`src/rtl/inv_expand_key.sv`:
```
// inv_expand_key: derives AES-128 round key N-1 from round key N.
// The four SubWord bytes are looked up serially through one registered sbox.
// Optional build macro INV_EXPAND_KEY_ERR_EN adds an 'err' output flagging an
// out-of-range round number; without it such indices silently use rcon 0.

module sbox (
  input  logic       clk,
  input  logic [7:0] select,
  output logic [7:0] s_out
);

  // GF(2^8) multiply modulo x^8+x^4+x^3+x+1
  function automatic logic [7:0] gf_mul(input logic [7:0] a, input logic [7:0] b);
    logic [7:0] p;
    logic [7:0] x;
    p = 8'h00;
    x = a;
    for (int i = 0; i < 8; i++) begin
      if (b[i]) begin
        p = p ^ x;
      end else begin
        p = p;
      end
      x = {x[6:0], 1'b0} ^ (x[7] ? 8'h1b : 8'h00);
    end
    return p;
  endfunction

  // Multiplicative inverse as x^254 (maps 0 to 0)
  function automatic logic [7:0] gf_inv(input logic [7:0] a);
    logic [7:0] r;
    logic [7:0] sq;
    r  = 8'h01;
    sq = a;
    for (int i = 1; i < 8; i++) begin
      sq = gf_mul(sq, sq);
      r  = gf_mul(r, sq);
    end
    return r;
  endfunction

  // Forward AES sbox: inverse followed by the affine transform
  function automatic logic [7:0] sbox_f(input logic [7:0] a);
    logic [7:0] v;
    v = gf_inv(a);
    return v ^ {v[6:0], v[7]} ^ {v[5:0], v[7:6]} ^ {v[4:0], v[7:5]} ^ {v[3:0], v[7:4]} ^ 8'h63;
  endfunction

  // One-cycle registered lookup
  always_ff @(posedge clk) begin
    s_out <= sbox_f(select);
  end

endmodule

module inv_expand_key (
  input  logic         clk,
  input  logic         rst,
  input  logic         start,
  input  logic [127:0] key_in,
  input  logic [7:0]   rcon_index,
  output logic [127:0] key_out,
  output logic         ready,
  output logic         busy
`ifdef INV_EXPAND_KEY_ERR_EN
  ,
  output logic         err
`endif
);

  localparam logic [1:0] ST_IDLE = 2'd0;
  localparam logic [1:0] ST_SUB  = 2'd1;
  localparam logic [1:0] ST_FIN  = 2'd2;

  logic [1:0]   state_q, state_d;
  logic [2:0]   cnt_q, cnt_d;
  logic [127:0] key_q, key_d;
  logic [7:0]   rcon_idx_q, rcon_idx_d;
  logic [31:0]  sub_q, sub_d;
  logic [127:0] key_out_q, key_out_d;
  logic         ready_q, ready_d;
  logic         busy_q, busy_d;

  logic [31:0]  k3_s;
  logic [31:0]  rot_s;
  logic [7:0]   sel_s;
  logic [7:0]   s_out_s;
  logic [127:0] result_s;

  // Round constant for round 1..10 in the top byte; anything else yields zero
  function automatic logic [31:0] rcon_f(input logic [7:0] idx);
    logic [7:0] rc;
    case (idx)
      8'd1:    rc = 8'h01;
      8'd2:    rc = 8'h02;
      8'd3:    rc = 8'h04;
      8'd4:    rc = 8'h08;
      8'd5:    rc = 8'h10;
      8'd6:    rc = 8'h20;
      8'd7:    rc = 8'h40;
      8'd8:    rc = 8'h80;
      8'd9:    rc = 8'h1b;
      8'd10:   rc = 8'h36;
      default: rc = 8'h00;
    endcase
    return {rc, 24'h000000};
  endfunction

  sbox u_sbox (
    .clk    (clk),
    .select (sel_s),
    .s_out  (s_out_s)
  );

  // Datapath: recovered k3, its rotation, the byte sent to the sbox and the final key
  always_comb begin
    k3_s  = key_q[127:96] ^ key_q[95:64];
    rot_s = {k3_s[23:0], k3_s[31:24]};
    case (cnt_q)
      3'd0:    sel_s = rot_s[7:0];
      3'd1:    sel_s = rot_s[15:8];
      3'd2:    sel_s = rot_s[23:16];
      3'd3:    sel_s = rot_s[31:24];
      default: sel_s = 8'h00;
    endcase
    result_s = {k3_s,
                key_q[95:64] ^ key_q[63:32],
                key_q[63:32] ^ key_q[31:0],
                key_q[31:0] ^ sub_q ^ rcon_f(rcon_idx_q)};
  end

  // Control FSM: capture on start, collect four sbox bytes, publish in FIN
  always_comb begin
    state_d    = state_q;
    cnt_d      = cnt_q;
    key_d      = key_q;
    rcon_idx_d = rcon_idx_q;
    sub_d      = sub_q;
    key_out_d  = key_out_q;
    ready_d    = 1'b0;
    busy_d     = busy_q;
    case (state_q)
      ST_IDLE: begin
        if (start) begin
          state_d    = ST_SUB;
          cnt_d      = 3'd0;
          key_d      = key_in;
          rcon_idx_d = rcon_index;
          sub_d      = 32'h0;
          busy_d     = 1'b1;
        end else begin
          state_d = ST_IDLE;
        end
      end
      ST_SUB: begin
        // sbox result for the byte issued last cycle is available now
        case (cnt_q)
          3'd1:    sub_d[7:0]   = s_out_s;
          3'd2:    sub_d[15:8]  = s_out_s;
          3'd3:    sub_d[23:16] = s_out_s;
          3'd4:    sub_d[31:24] = s_out_s;
          default: sub_d        = sub_q;
        endcase
        if (cnt_q == 3'd4) begin
          state_d = ST_FIN;
          cnt_d   = 3'd0;
        end else begin
          cnt_d = cnt_q + 3'd1;
        end
      end
      ST_FIN: begin
        state_d   = ST_IDLE;
        key_out_d = result_s;
        ready_d   = 1'b1;
        busy_d    = 1'b0;
      end
      default: begin
        state_d = ST_IDLE;
        cnt_d   = 3'd0;
        busy_d  = 1'b0;
      end
    endcase
  end

  // State and datapath registers, cleared immediately by reset
  always_ff @(posedge clk or negedge rst) begin
    if (!rst) begin
      state_q    <= ST_IDLE;
      cnt_q      <= 3'd0;
      key_q      <= 128'h0;
      rcon_idx_q <= 8'h00;
      sub_q      <= 32'h0;
      key_out_q  <= 128'h0;
      ready_q    <= 1'b0;
      busy_q     <= 1'b0;
    end else begin
      state_q    <= state_d;
      cnt_q      <= cnt_d;
      key_q      <= key_d;
      rcon_idx_q <= rcon_idx_d;
      sub_q      <= sub_d;
      key_out_q  <= key_out_d;
      ready_q    <= ready_d;
      busy_q     <= busy_d;
    end
  end

  assign key_out = key_out_q;
  assign ready   = ready_q;
  assign busy    = busy_q;

`ifdef INV_EXPAND_KEY_ERR_EN
  logic err_q, err_d;

  // Range flag refreshed together with each ready pulse, held otherwise
  always_comb begin
    if (state_q == ST_FIN) begin
      err_d = (rcon_idx_q == 8'd0) || (rcon_idx_q > 8'd10);
    end else begin
      err_d = err_q;
    end
  end

  // Error flag register
  always_ff @(posedge clk or negedge rst) begin
    if (!rst) begin
      err_q <= 1'b0;
    end else begin
      err_q <= err_d;
    end
  end

  assign err = err_q;
`endif

endmodule

```
`config.mk`:
```
export PLATFORM = sky130hd
export DESIGN_NAME = inv_expand_key
export DESIGN_NICKNAME = d
export VERILOG_FILES = /design/src/rtl/inv_expand_key.sv
export SDC_FILE = /design/constraint.sdc
export NUM_CORES = 1
export LEC_CHECK = 0
export CAP_MARGIN = 20
export CORE_ASPECT_RATIO = 1.75
export CORE_MARGIN = 1
export CORE_UTILIZATION = 40
export DETAILED_ROUTE_END_ITERATION = 8
export PLACE_DENSITY = 0.67
export SLEW_MARGIN = 0
export SYNTH_ARGS = -nofsm -noshare
export SYNTH_HDL_FRONTEND = slang
export SYNTH_SLANG_ARGS = --single-unit
```
`constraint.sdc`:
```
create_clock -name clk -period 18.59 [get_ports clk]
set_input_delay 5.577 -clock clk [delete_from_list [all_inputs] [get_ports clk]]
set_output_delay 5.577 -clock clk [all_outputs]
set_load 0.005 [all_outputs]
```
==> out/results.tsv, run 1 <==
stage	metric	value	unit
grt	overflow	0	
grt	grt_antenna_before_repair	4	
synthesis	yosysSeqAreaShare	27.1	%
clock_tree	hold_buffers	0	
place	portBuffers	268	
die	core_area	70700	sq um
drt	highest_layer	met5	
drt	vias_per_cell	5.44	
setup_path	cpPeakStageDelay	0.71	ns
die	die_x	204	microns
cells_and_area	finalNetCount	3714	
die	start_util	40.5	%
setup_path	critPathKind	reg -> reg	
timing	fin_skew	0.0263	ns
timing	rsz0062_at_grt	false	
cells_and_area	multiInputGateArea	19800	sq um
drt	firstDrtPassIters	7	
drt	num_vias	24500	
clock_tree	cts_htree_levels	1	
drt	routed-wl-met3	5180	microns
status	status	completed	
synthesis	synth-edff-count	0	
grt	first_global_vias	23900	
hold_path	worstHoldStart	key_out[21]$_DFFE_PN0P_	
synthesis	synth_flop_cell	dfrtp_1	
drt	drcViolationCount	0	
die	rows	129	
place	place_ws	0.683	ns
die	die_area	72600	sq um
synthesis	synth_seq_cells	311	
timing	hold_viol	0	
clock_tree	clock_latency	0.57	ns
timing	finalCritPeriodShare	94.5	%
timing	finalSetupTns	0	ns
setup_path	path_buf_inv	6	
clock_tree	cts_tree	done	
setup_path	crit_arrival	17.99	ns
die	io_pins	269	
timing	drv_slew	0	
drt	routedLengthMet1	33600	microns
synthesis	yosys_warnings	0	
clock_tree	clock_sinks	311	
timing	period_needed	17.56	ns
place	place.gp.congestion	0.936	
clock_tree	numCtsBuffers	26	
drt	ant_nets	0	
timing	tightest_slew	1.02	ns
setup_path	end_kind	register	
clock_tree	clockRootBuffer	clkbuf_16	
grt	grt_first_pass_wirelength	140000	microns
setup_path	critPathLaunch	cnt_q[0]$_DFFE_PN0P_	
setup_path	cp.required	19.02	ns
drt	drt_iter0_markers	1675	
grt	gr-usage-all-layers	24.5	%
setup_path	cp_slowest_cell	xnor2_2	
drt	detail_route.wl_per_cell	20.0	microns
setup_path	r2r.worst_path.cells	57	
cells_and_area	fill_cells	6854	
die	die_h	356	microns
synthesis	syn_inst	3369	
run	cap_violations	0	
synthesis	synth_area	28600	sq um
drt	met2WireLength	47100	microns
hold_path	min_path_type	reg -> reg	
setup_path	path_depth	57	
synthesis	synth_fp_nets	3524	
clock_tree	clk_pin_slew	0.07	ns
cells_and_area	regArea	7740	sq um
drt	routed_wl	90000	microns
place	post-dp-hpwl	68500	microns
timing	setup_viol	0	
clock_tree	cts_buffer_depth	3	
setup_path	r2r-start	cnt_q[0]$_DFFE_PN0P_	
synthesis	synthArstFlopShare	97.4	%
timing	relSlewSlack	32.1	%
setup_path	cp_top_family	XOR/XNOR gates	
cells_and_area	area_growth	15.7	%
timing	max_clock_freq	56.9	MHz
timing	finalWorstSetupSlack	1.03	ns
setup_path	startpoint_type	register	
synthesis	synth_cell_types	117	
setup_path	cp_max_fo	15	
cells_and_area	drive_gt1_share	8.47	%
grt	grt_max_degree	184	
hold_path	whs_path_depth	2	
synthesis	synth.avg_cell_area	8.49	sq um
==> cell usage after synthesis (7+ instances only) <==
cell type,number,area [sq um]
o21a_1,7,52.6
o2111ai_1,8,70.1
nor3_1,73,365
xor3_1,14,333
o21ai_1,9,45.0
buf_6,23,259
a31oi_1,22,138
xnor3_2,13,309
inv_1,20,75.1
clkbuf_1,118,443
mux2i_1,72,721
a22oi_1,19,143
buf_2,15,75.1
a21o_1,9,67.6
ha_1,16,200
a21oi_1,93,465
xnor3_1,97,2180
nand2_1,780,2930
o21ai_0,223,1120
buf_4,25,188
o221ai_1,10,87.6
dfxtp_1,8,160
nand2b_1,13,81.3
nand4_1,26,163
nor4_1,13,81.3
dfrtp_1,303,7580
nand3_1,54,270
mux2_2,19,214
and3_1,14,87.6
o31ai_1,9,67.6
a211oi_1,19,143
xor2_2,10,163
buf_1,8,30.0
nor2b_1,12,75.1
clkbuf_4,8,60.1
and2_1,13,81.3
xnor2_1,458,4010
nor2_1,330,1240
o22ai_1,23,144
or3_1,13,81.3
xor2_1,108,946
a22o_1,13,114
xnor2_2,34,553
o211ai_1,15,113
==> what timing repair did <==
| action | CTS | global route |
|---|---|---|
| endpoints found under the setup margin | 0 | 8 |
| resized for setup | 0 | 7 |
| buffers inserted | 0 | 3 |
==> routing by layer <==
layer,track usage (%),up-vias
li1,-,11700
met1,27.6,11700
met2,45.4,821
met3,3.30,177
met4,10.6,2
met5,0,-
==> worst paths after layout <==
path                                        endpoint  slack [ns]
max in group asynchronous    key_out[17]$_DFFE_PN0P_       12.06
setup / recovery             u_sbox.s_out[3]$_DFF_P_        1.03
hold / removal               key_out[21]$_DFFE_PN0P_        0.48
setup reg to reg             u_sbox.s_out[3]$_DFF_P_        1.03
min in group asynchronous  rcon_idx_q[5]$_DFFE_PN0P_        5.03
hold reg to reg              key_out[21]$_DFFE_PN0P_        0.48
==> cells by family (layout without fill, tap and decap cells) <==
family / Yosys count / after routing / synth area share, %
simple gates: 1395 / 1395 / 20.6
flops: 311 / 311 / 27.1
other cells: 0 / 3 / 0
buf+inv: 234 / 444 / 4.38
mux: 99 / 99 / 3.62
compound gates: 567 / 567 / 12.7
xor+xnor: 747 / 747 / 30.9
fa+ha+maj: 16 / 16 / 0.700
==> through the flow <==
step / hold WS, ns / instance area, sq um / utilization [%] / instances
2_1_floorplan: 0.437 / 28600 / - / 3369
3_3_place_gp: 0.458 / 32200 / 45.5 / 4445
3_5_place_dp: 0.464 / 32200 / 45.5 / 4445
4_1_cts: 0.479 / 33000 / 46.7 / 4493
5_1_grt: 0.489 / 33100 / 46.8 / 4499
6_report: 0.480 / 33100 / 46.8 / 4499
==> sequential cells by signal, summed over array words and instances, names as in the netlist <==
register,cells
key_out,128
sub_q,32
busy,1
state_q,2
ready,1
rcon_idx_q,8
u_sbox.s_out,8
key_q,128
cnt_q,3
==> placed cells by master (no fill, tap or decap), types with 23 or more instances in the layout <==
master | netlist | routed
nor3_1 | 73 | 73
xnor3_1 | 97 | 96
clkdlybuf4s50_1 | 0 | 267
nand2_1 | 780 | 780
clkbuf_16 | 0 | 26
nand4_1 | 26 | 26
mux2i_1 | 72 | 72
buf_4 | 25 | 94
nand3_1 | 54 | 54
xnor2_1 | 458 | 443
xor2_1 | 108 | 105
nor2_1 | 330 | 330
dfrtp_1 | 303 | 303
a21oi_1 | 93 | 93
o21ai_0 | 223 | 223
o22ai_1 | 23 | 23
xnor2_2 | 34 | 49
==> worst reg2reg max path: cells and delay by family, from the launching register on <==
family / cells / cell delay, ns
flops: 1 / 0.42
simple gates: 13 / 3.00
xor+xnor: 23 / 8.72
mux: 5 / 1.19
compound gates: 4 / 0.95
buf+inv: 6 / 0.99
fa+ha+maj: 6 / 2.15
==> cell type report <==
| type | count | share of cell area [%] |
|---|---|---|
| clock buffers | 43 | 2.46 |
| inverters | 32 | 0.371 |
| repair buffers | 364 | 10.4 |
| clock inverters | 5 | 0.136 |
| well taps | 917 | 3.47 |
| multi-input cells | 2824 | 59.8 |
| diodes | 3 | 0.0227 |
| flip-flops and latches | 311 | 23.4 |
Power of run 1 is not shown: default switching activity piles up to over one toggle a cycle in this logic, so the estimate is an artifact.
==> run 2, diff against run 1 <==
- PLACE_DENSITY: 0.67 -> 0.61
- SLEW_MARGIN: 0 -> 20
==> out/results.tsv, run 2 (synthesis gave the netlist of run 1 again) <==
stage	metric	value	unit	change
place	placedCellCount	4449		+0.090%
grt	gr-usage-all-layers	25.7	%	+1.3 points
timing	tightest_slew	0.985	ns	-0.0332 ns
drt	highest_layer	met5		
die	rows	129		unchanged
setup_path	ff2ff_setup_slack	0.91	ns	-0.12 ns
die	die_h	356	microns	unchanged
drt	num_vias	24300		-0.73%
timing	hold_ws	0.470	ns	-0.0102 ns
setup_path	r2r.worst_path.cells	59		+3.5%
timing	fin_skew	0.0135	ns	-0.0128 ns
clock_tree	numCtsBuffers	26		unchanged
cells_and_area	area_growth	15.9	%	
drt	detail_route.wl_per_cell	20.8	microns	+3.8%
die	die_x	204	microns	unchanged
setup_path	critPathKind	reg -> reg		
grt	grt_first_pass_wirelength	145000	microns	+4.1%
drt	drcViolationCount	0		unchanged
cells_and_area	layout_commonest_cell	nand2_1		
timing	period_needed	17.68	ns	+0.119 ns
clock_tree	clock_sinks	311		unchanged
clock_tree	cts_buffer_depth	3		unchanged
grt	grt_max_degree	107		-42%
place	portBuffers	268		unchanged
drt	drt_iter0_markers	1713		+2.3%
drt	routed-wl-met3	5410	microns	+4.6%
grt	overflow	0		unchanged
setup_path	crit_arrival	18.11	ns	+0.12 ns
clock_tree	clk_pin_slew	0.07	ns	about the same
clock_tree	hold_buffers	0		unchanged
setup_path	critPathMostFrequentCell	ha_1		
run	cap_violations	0		unchanged
timing	hold_viol	0		unchanged
setup_path	cp_max_fo	13		-2
place	place.gp.congestion	0.977		+4.4%
setup_path	startpoint_type	register		
cells_and_area	instances_no_fill	4503		+0.089%
cells_and_area	finalNetCount	3718		+0.11%
cells_and_area	layout_common_cells	nand2_1, xnor2_1, nor2_1		
timing	max_clock_freq	56.6	MHz	-0.67%
setup_path	path_depth	59		+3.5%
timing	finalSetupTns	0	ns	unchanged
setup_path	cp-endpoint	u_sbox.s_out[5]$_DFF_P_		
die	io_pins	269		unchanged
setup_path	r2r-start	cnt_q[0]$_DFFE_PN0P_		
place	post-dp-hpwl	71400	microns	+4.1%
die	start_util	40.5	%	unchanged
drt	ant_nets	0		unchanged
setup_path	cp_slowest_cell	xnor3_4		
timing	relSlewSlack	34.3	%	+2.2 points
cells_and_area	drive_gt1_share	8.54	%	+0.077 points
drt	met2WireLength	48000	microns	+1.9%
drt	vias_per_cell	5.39		-0.82%
clock_tree	cts_tree	done		
setup_path	path_buf_inv	7		+1
setup_path	cp_top_family	XOR/XNOR gates		
clock_tree	cts_htree_levels	1		unchanged
clock_tree	clock_latency	0.55	ns	-0.02 ns
grt	grt_antenna_before_repair	9		+5
drt	firstDrtPassIters	5		-2
timing	setup_viol	0		unchanged
setup_path	cp.required	19.02	ns	about the same
clock_tree	clockRootBuffer	clkbuf_16		
setup_path	critPathLaunch	cnt_q[0]$_DFFE_PN0P_		
drt	routedLengthMet1	35200	microns	+4.8%
die	core_area	70700	sq um	unchanged
drt	routed_wl	93500	microns	+3.9%
setup_path	cpPeakStageDelay	0.64	ns	-0.07 ns
hold_path	worstHoldStart	rcon_idx_q[6]$_DFFE_PN0P_		
setup_path	r2r_end	u_sbox.s_out[5]$_DFF_P_		
timing	drv_slew	0		unchanged
timing	finalCritPeriodShare	95.1	%	+0.64 points
setup_path	end_kind	register		
status	status	completed		
die	die_area	72600	sq um	unchanged
cells_and_area	fin_util	46.9	%	+0.11 points
grt	first_global_vias	24200		+1.0%
hold_path	min_path_type	reg -> reg		
-- run 2: cell count changes in the layout (fill, tap and decap cells not counted), sizes merged --
cell / before / now
clkbuf: 43 / 39
clkinv: 8 / 10
diode: 3 / 4
inv: 28 / 27
bufinv: 0 / 3
clkinvlp: 1 / 0
buf: 97 / 101
-- run 2: stage by stage --
step                      setup WS (ns)  instance area (sq um)
after floorplan                    2.31                  28600
after global placement             1.13                  32200
after detailed placement          0.763                  32200
after CTS                         0.692                  33100
after global routing            -0.0154                  33200
final                             0.908                  33200
-- run 2: worst min-delay path by stage --
stage	endpoint	slack [ns]	cells after the start
floorplan	rcon_idx_q[6]$_DFFE_PN0P_	0.44	2
global placement	rcon_idx_q[7]$_DFFE_PN0P_	0.45	2
detailed placement	rcon_idx_q[6]$_DFFE_PN0P_	0.46	2
CTS	rcon_idx_q[6]$_DFFE_PN0P_	0.48	2
global route	rcon_idx_q[7]$_DFFE_PN0P_	0.49	2
finish	rcon_idx_q[6]$_DFFE_PN0P_	0.47	2
-- run 2: per-layer routing --
metal	up-vias	track usage [%]
met5	-	0
met4	8	12.1
met3	203	4.41
met2	772	47.1
met1	11600	28.5
li1	11700	-
-- run 2: what timing repair did --
item / in CTS / in global routing
hold endpoints to repair: 0 / 0
endpoints found under the setup margin: 0 / 8
setup buffers: 0 / 3
gates resized for setup: 0 / 6
-- run 2: cell type report --
type                    count  area, sq um
repair buffers            368         3450
diodes                      4         10.0
well taps                 917         1150
inverters                  32          123
clock inverters             8          114
flip-flops and latches    311         7740
fillers                  7049        37500
multi-input cells        2824        19800
clock buffers              39          801
-- run 2: worst register-to-register path, delay by kind of cell (launching register included) --
family / cells / cell delay, ns
buffers and inverters: 7 / 1.16
xor gates and xnor gates: 19 / 6.76
adders and majority gates: 6 / 1.97
muxes: 7 / 1.85
DFF: 1 / 0.42
and+or+nand+nor: 14 / 3.80
AOI/OAI and AO/OA: 6 / 1.65
Power of run 2 is left out for the same reason.
